**src/rtl/apu_frame_counter.sv**
```systemverilog
`default_nettype none
// ============================================================================
// apu_frame_counter: NES APU frame sequencer (4/5-step), Q/H pulses, frame IRQ.
// Optional frame IRQ / $4015 status logic: define APU_FRAME_IRQ_EN.  Rev 1.0
// ============================================================================
module apu_frame_counter #(
  parameter int TICK_DIV = 28
) (
  input  logic        clk_in,
  input  logic        rst_in,
  input  logic        en_in,
  input  logic [15:0] a_in,
  input  logic        r_nw_in,
  input  logic [7:0]  d_in,
  output logic [7:0]  d_out_o,
  output logic        quarter_frame_o,
  output logic        half_frame_o,
  output logic        nirq_o
);

  localparam logic [7:0]  PRESC_LAST  = 8'(TICK_DIV - 1);
  localparam logic [15:0] STEP_1      = 16'd7457;
  localparam logic [15:0] STEP_2      = 16'd14913;
  localparam logic [15:0] STEP_3      = 16'd22371;
  localparam logic [15:0] STEP_4      = 16'd29829;
  localparam logic [15:0] STEP_5      = 16'd37281;
  localparam logic [15:0] ADDR_CTRL   = 16'h4017;

  typedef enum logic {
    SEQ_4STEP = 1'b0,
    SEQ_5STEP = 1'b1
  } seq_mode_t;

  seq_mode_t   mode;
  logic [7:0]  presc;
  logic [15:0] cnt;
  logic        sel_w;
  logic        sel_w_d;
  logic        wr_acc;
  logic        tick;
  logic        evt;
  logic        step_q;
  logic        step_h;
  logic        step_irq;
  logic        step_wrap;
  logic        qf;
  logic        hf;

  assign sel_w  = (a_in == ADDR_CTRL) && !r_nw_in;
  assign wr_acc = sel_w && !sel_w_d;
  assign tick   = (presc == PRESC_LAST) && en_in;
  // A $4017 write on a tick clk wins: the step event is dropped.
  assign evt    = tick && !wr_acc;

  always_comb begin
    step_q    = 1'b0;
    step_h    = 1'b0;
    step_irq  = 1'b0;
    step_wrap = 1'b0;
    if (evt) begin
      if (cnt == STEP_1 || cnt == STEP_3) begin
        step_q = 1'b1;
      end else if (cnt == STEP_2) begin
        step_q = 1'b1;
        step_h = 1'b1;
      end else if (mode == SEQ_4STEP && cnt == STEP_4) begin
        step_q    = 1'b1;
        step_h    = 1'b1;
        step_irq  = 1'b1;
        step_wrap = 1'b1;
      end else if (mode == SEQ_5STEP && cnt == STEP_5) begin
        step_q    = 1'b1;
        step_h    = 1'b1;
        step_wrap = 1'b1;
      end
    end
  end

  always_ff @(posedge clk_in or posedge rst_in) begin
    if (rst_in) begin
      presc   <= 8'd0;
      cnt     <= 16'd0;
      mode    <= SEQ_4STEP;
      sel_w_d <= 1'b0;
      qf      <= 1'b0;
      hf      <= 1'b0;
    end else begin
      sel_w_d <= sel_w;
      if (wr_acc) begin
        mode  <= d_in[7] ? SEQ_5STEP : SEQ_4STEP;
        cnt   <= 16'd0;
        presc <= 8'd0;
        qf    <= d_in[7];
        hf    <= d_in[7];
      end else begin
        if (en_in) begin
          presc <= (presc == PRESC_LAST) ? 8'd0 : presc + 8'd1;
        end
        if (tick) begin
          cnt <= step_wrap ? 16'd0 : cnt + 16'd1;
        end
        qf <= step_q;
        hf <= step_h;
      end
    end
  end

  assign quarter_frame_o = qf;
  assign half_frame_o    = hf;

`ifdef APU_FRAME_IRQ_EN
  localparam logic [15:0] ADDR_STATUS = 16'h4015;

  logic sel_r;
  logic sel_r_d;
  logic rd_end;
  logic inhibit;
  logic irq_flag;
  logic unused_bits;

  assign sel_r  = (a_in == ADDR_STATUS) && r_nw_in;
  // Clear after the read ends so the status byte stays stable during the access.
  assign rd_end = sel_r_d && !sel_r;

  always_ff @(posedge clk_in or posedge rst_in) begin
    if (rst_in) begin
      sel_r_d  <= 1'b0;
      inhibit  <= 1'b0;
      irq_flag <= 1'b0;
    end else begin
      sel_r_d <= sel_r;
      if (wr_acc) begin
        inhibit <= d_in[6];
      end
      if (wr_acc && d_in[6]) begin
        irq_flag <= 1'b0;
      end else if (step_irq && !inhibit) begin
        irq_flag <= 1'b1;
      end else if (rd_end) begin
        irq_flag <= 1'b0;
      end
    end
  end

  assign d_out_o     = sel_r ? {1'b0, irq_flag, 6'b0} : 8'h00;
  assign nirq_o      = ~irq_flag;
  assign unused_bits = ^d_in[5:0];
`else
  logic unused_bits;

  assign d_out_o     = 8'h00;
  assign nirq_o      = 1'b1;
  assign unused_bits = ^{d_in[6:0], step_irq};
`endif

endmodule
`default_nettype wire

```
**config.mk**
```make
export PLATFORM = sky130hd
export DESIGN_NAME = apu_frame_counter
export DESIGN_NICKNAME = d
export VERILOG_FILES = /design/src/rtl/apu_frame_counter.sv
export SDC_FILE = /design/constraint.sdc
export NUM_CORES = 1
export LEC_CHECK = 0
export BUFFER_PORTS_ARGS = -buffer_cell sky130_fd_sc_hd__buf_2
export CAP_MARGIN = 10
export CORE_MARGIN = 3
export CORE_UTILIZATION = 40
export DETAILED_ROUTE_END_ITERATION = 6
export GPL_ROUTABILITY_DRIVEN = 0
export MAX_ROUTING_LAYER = met4
export SYNTH_ARGS = -nofsm -noshare
export SYNTH_HDL_FRONTEND = slang
export SYNTH_SLANG_ARGS = --single-unit
```
**constraint.sdc**
```tcl
create_clock -name clk_in -period 2.45 [get_ports clk_in]
set_input_delay 0.1225 -clock clk_in [delete_from_list [all_inputs] [get_ports clk_in]]
set_output_delay 0.1225 -clock clk_in [all_outputs]
set_load 0.1 [all_outputs]
```
==> metrics.md <==
| Metric | Value |
|---|---|
| Status | complete, no violations |
| Worst-margin pin slew | slightly below 500 ps |
| VDD IR max | around 0.00020 V |
| CP startpoint kind | flop |
| DR pass1 iterations | 4 |
| Lkg Pwr | between 0.8 and 0.9 nW |
| # IOs | 39 |
| Vias in the first global route | between 1k and 1.5k |
| Slew Limit Fails | 0 |
| Post-route setup TNS | 0 ps |
| CP Depth | 7 |
| Crit path largest cell delay | ~440 ps |
| Worst path cell trace | ha_1, nand3_1, or3_4, or2_4, nor4_2, a21oi_1, a21oi_1 |
| Hold Path Origin | d_in[7] |
| Buf+Inv Stages, Crit Path | 0 |
| Largest area contributor in the netlist | dfrtp_1 |
| WHS Path Cells | 3 |
| Layout cells sized above 1 | between 10% and 20% |
| Crit Path Category | reg2reg |
| Die X | just over 70 um |
| Final worst slack | around 460 ps |
| CP Capture Type | flop |
| Min-delay worst type | in2reg |
| Area contributors post-synth | dfrtp_1, nor2_1, buf_4 |
| First-pass GRT wire length | 6334 um |
| Clk_lat worst skew | around 280 ps |
| Max H-tree Level | 1 |
| HPWL after DPL | ~2500 um |
| FP Rows | 23 |
| Post-synthesis sequential element count | 28 |
| Min Hold Slack | ~63 ps |
| Fmax | a little over 0.5 GHz |
| Worst r2r src | cnt[0] |
| Arrival time worst endpoint | approximately 2200 ps |
| Synth async-reset ratio | 100.0% |
| Top FF cell, synth | dfrtp_1 |
| Die area | about 5200 um^2 |
| Sequential share of the synthesized area | between 40% and 50% |
| PwrDens | just over 600 nW/um^2 |
| PostCTS Resize Cnt | 0 |
| Worst r2r dst | cnt[14] |
| Final ANT Viol Nets | 0 |
| Final Setup Violations | 0 |
| Top-count cell post-synth | dfrtp_1 |
| Hold Path Sink | quarter_frame_o |
| IO buf count | 22 |
| Drt initial violations | ~100 |
| Final worst path period need | around 2000 ps |
| Vias | 1,461 |
| Reg2Reg Depth | 7 |
| CTS tree | yes |
| Post-synth top area share | between 40% and 50% |
| Tcrit/Tclk final | between 80% and 90% |
| DRC | 0 |
| # nets final | 251 |
| CP max stage cell | dfrtp_1 |
| Post-place setup slack | approximately 480 ps |
| Core Area | between 4000 and 5000 um^2 |
| Total global routing track utilization | 15.70% |
| Netlist cell types | 44 |
| Unrepaired setup endpoints after global routing | false |
| Clk root buf | clkbuf_8 |
| Most Frequent Cell on Critical Path | a21oi_1 |
| Vias/cell | 5.431 |
| Bufs on Longest Clock Path | 2 |
| Worst rel slew slack | roughly two thirds |
| Syn avg cell area | between 8 and 9 um^2 |
| Clock transition at path regs | approximately 100 ps |
| Pin count of the biggest net entering global routing | 29 |
| Post-synth EDFFs | 0 |
| Gr ovfl total | 0 |
| Max_cap viols | 0 |
| Worst EP required | ~2700 ps |
| Die Height | slightly above 70 um |
| FF-to-FF setup slack | between 400 and 500 ps |
| Area Overhead vs Synth | 10.33% |
| Final Skew | between 2 and 2.5 ps |
| Final hold viol count | 0 |
| Post-Syn Area | around 1700 um^2 |
| Initial Util | between 40% and 50% |
| Cts bufs inserted | 3 |
| Clock sink count | 28 |
| # diodes | 0 |
| Cells after synthesis | 198 |
| Crit path max fanout | 6 |
| Top cells by count, synth | dfrtp_1, nor2_1, nand2_1, nand4_1, buf_4 |
| Synth Warn # | 0 |
| DRT Wirelength | around 3600 um |
| Initial antenna violation count | 0 |
| Wire per inst | between 10 and 15 um |
| Crit-path leading delay family | simple AND/OR/NAND/NOR gates |
stage by stage:
step	instance area, um^2	instances	utilization (%)	power [mW]
after floorplan	1770	205	-	0.8263
after global placement	1859	264	45.18	0.8740
after detailed placement	1859	264	45.18	0.8826
after CTS	1924	269	46.76	1.183
after global routing	1924	269	46.76	1.246
final	1924	269	46.76	1.169
repair_timing:
action | 4_1_cts | 5_1_grt
hold buffers | 1 | 0
endpoints found under the hold margin | 28 | 0
buffers inserted | 0 | 0
cell families (layout without fill, tap and decap cells):
group,after synthesis,in the layout,share of synthesized area [%]
AOI/OAI and AO/OA,27,27,10.40
xor gates and xnor gates,10,10,5.022
adders and majority gates,3,3,2.152
buffers and inverters,23,37,8.035
DFF,28,28,40.17
muxes,2,2,1.148
other,2,9,0.4306
and+or+nand+nor,103,103,32.64
per-layer routing:
layer	GRT usage, %	share of wire, %
met4	5.637	1.8
met5	-	0
met3	2.078	2.6
met1	21.94	49
met2	23.37	47
worst max-delay path by stage:
stage | from | to
after floorplan | cnt[0] | cnt[14]
after global placement | cnt[0] | cnt[8]
after detailed placement | cnt[0] | cnt[8]
after CTS | cnt[0] | cnt[8]
after global routing | cnt[0] | cnt[14]
final | cnt[0] | cnt[14]
placed cells by master (no fill, tap or decap), types with 2 or more instances in the layout:
master	netlist	final
a211o_1	2	2
a21oi_1	9	9
a22oi_1	2	2
a31oi_1	5	5
and3_1	3	3
buf_2	4	22
buf_4	11	5
clkbuf_8	0	4
conb_1	2	9
dfrtp_1	28	28
ha_1	3	3
inv_1	5	5
mux2i_1	2	2
nand2_1	18	18
nand2_2	2	2
nand3_1	10	10
nand4_1	12	12
nand4b_1	2	2
nor2_1	27	27
nor2b_1	5	5
nor3_1	4	4
nor4_1	4	4
nor4b_1	4	4
o21ai_0	3	3
or3_1	2	2
xnor2_1	2	2
xor2_1	8	8
where the power goes:
part / switching [mW] / internal [mW] / leakage, nW
registers: 0.0641 / 0.523 / 0.348
clock network: 0.154 / 0.144 / 0.0288
logic: 0.178 / 0.106 / 0.496
total: 0.396 / 0.773 / 0.873
state kept, by name (all words and copies together), names as in the netlist:
name,cells
half_frame_o,1
presc,8
cnt,16
sel_w_d,1
mode,1
quarter_frame_o,1
final cells by class:
class                      instances  area [um^2]
fill                             408         2191
multi-input combinational        154        929.6
sequential                        28        700.7
timing repair buffer              28        157.7
tap                               50        62.56
clock buffer                       4        55.05
inverter                           5        18.77
tightest hold or removal path, cell delays in order:
cell,delay [ps]
buf_2,70
nand2_1,60
nand2_1,60
No activity file was read; power rests on OpenSTA's default activity.
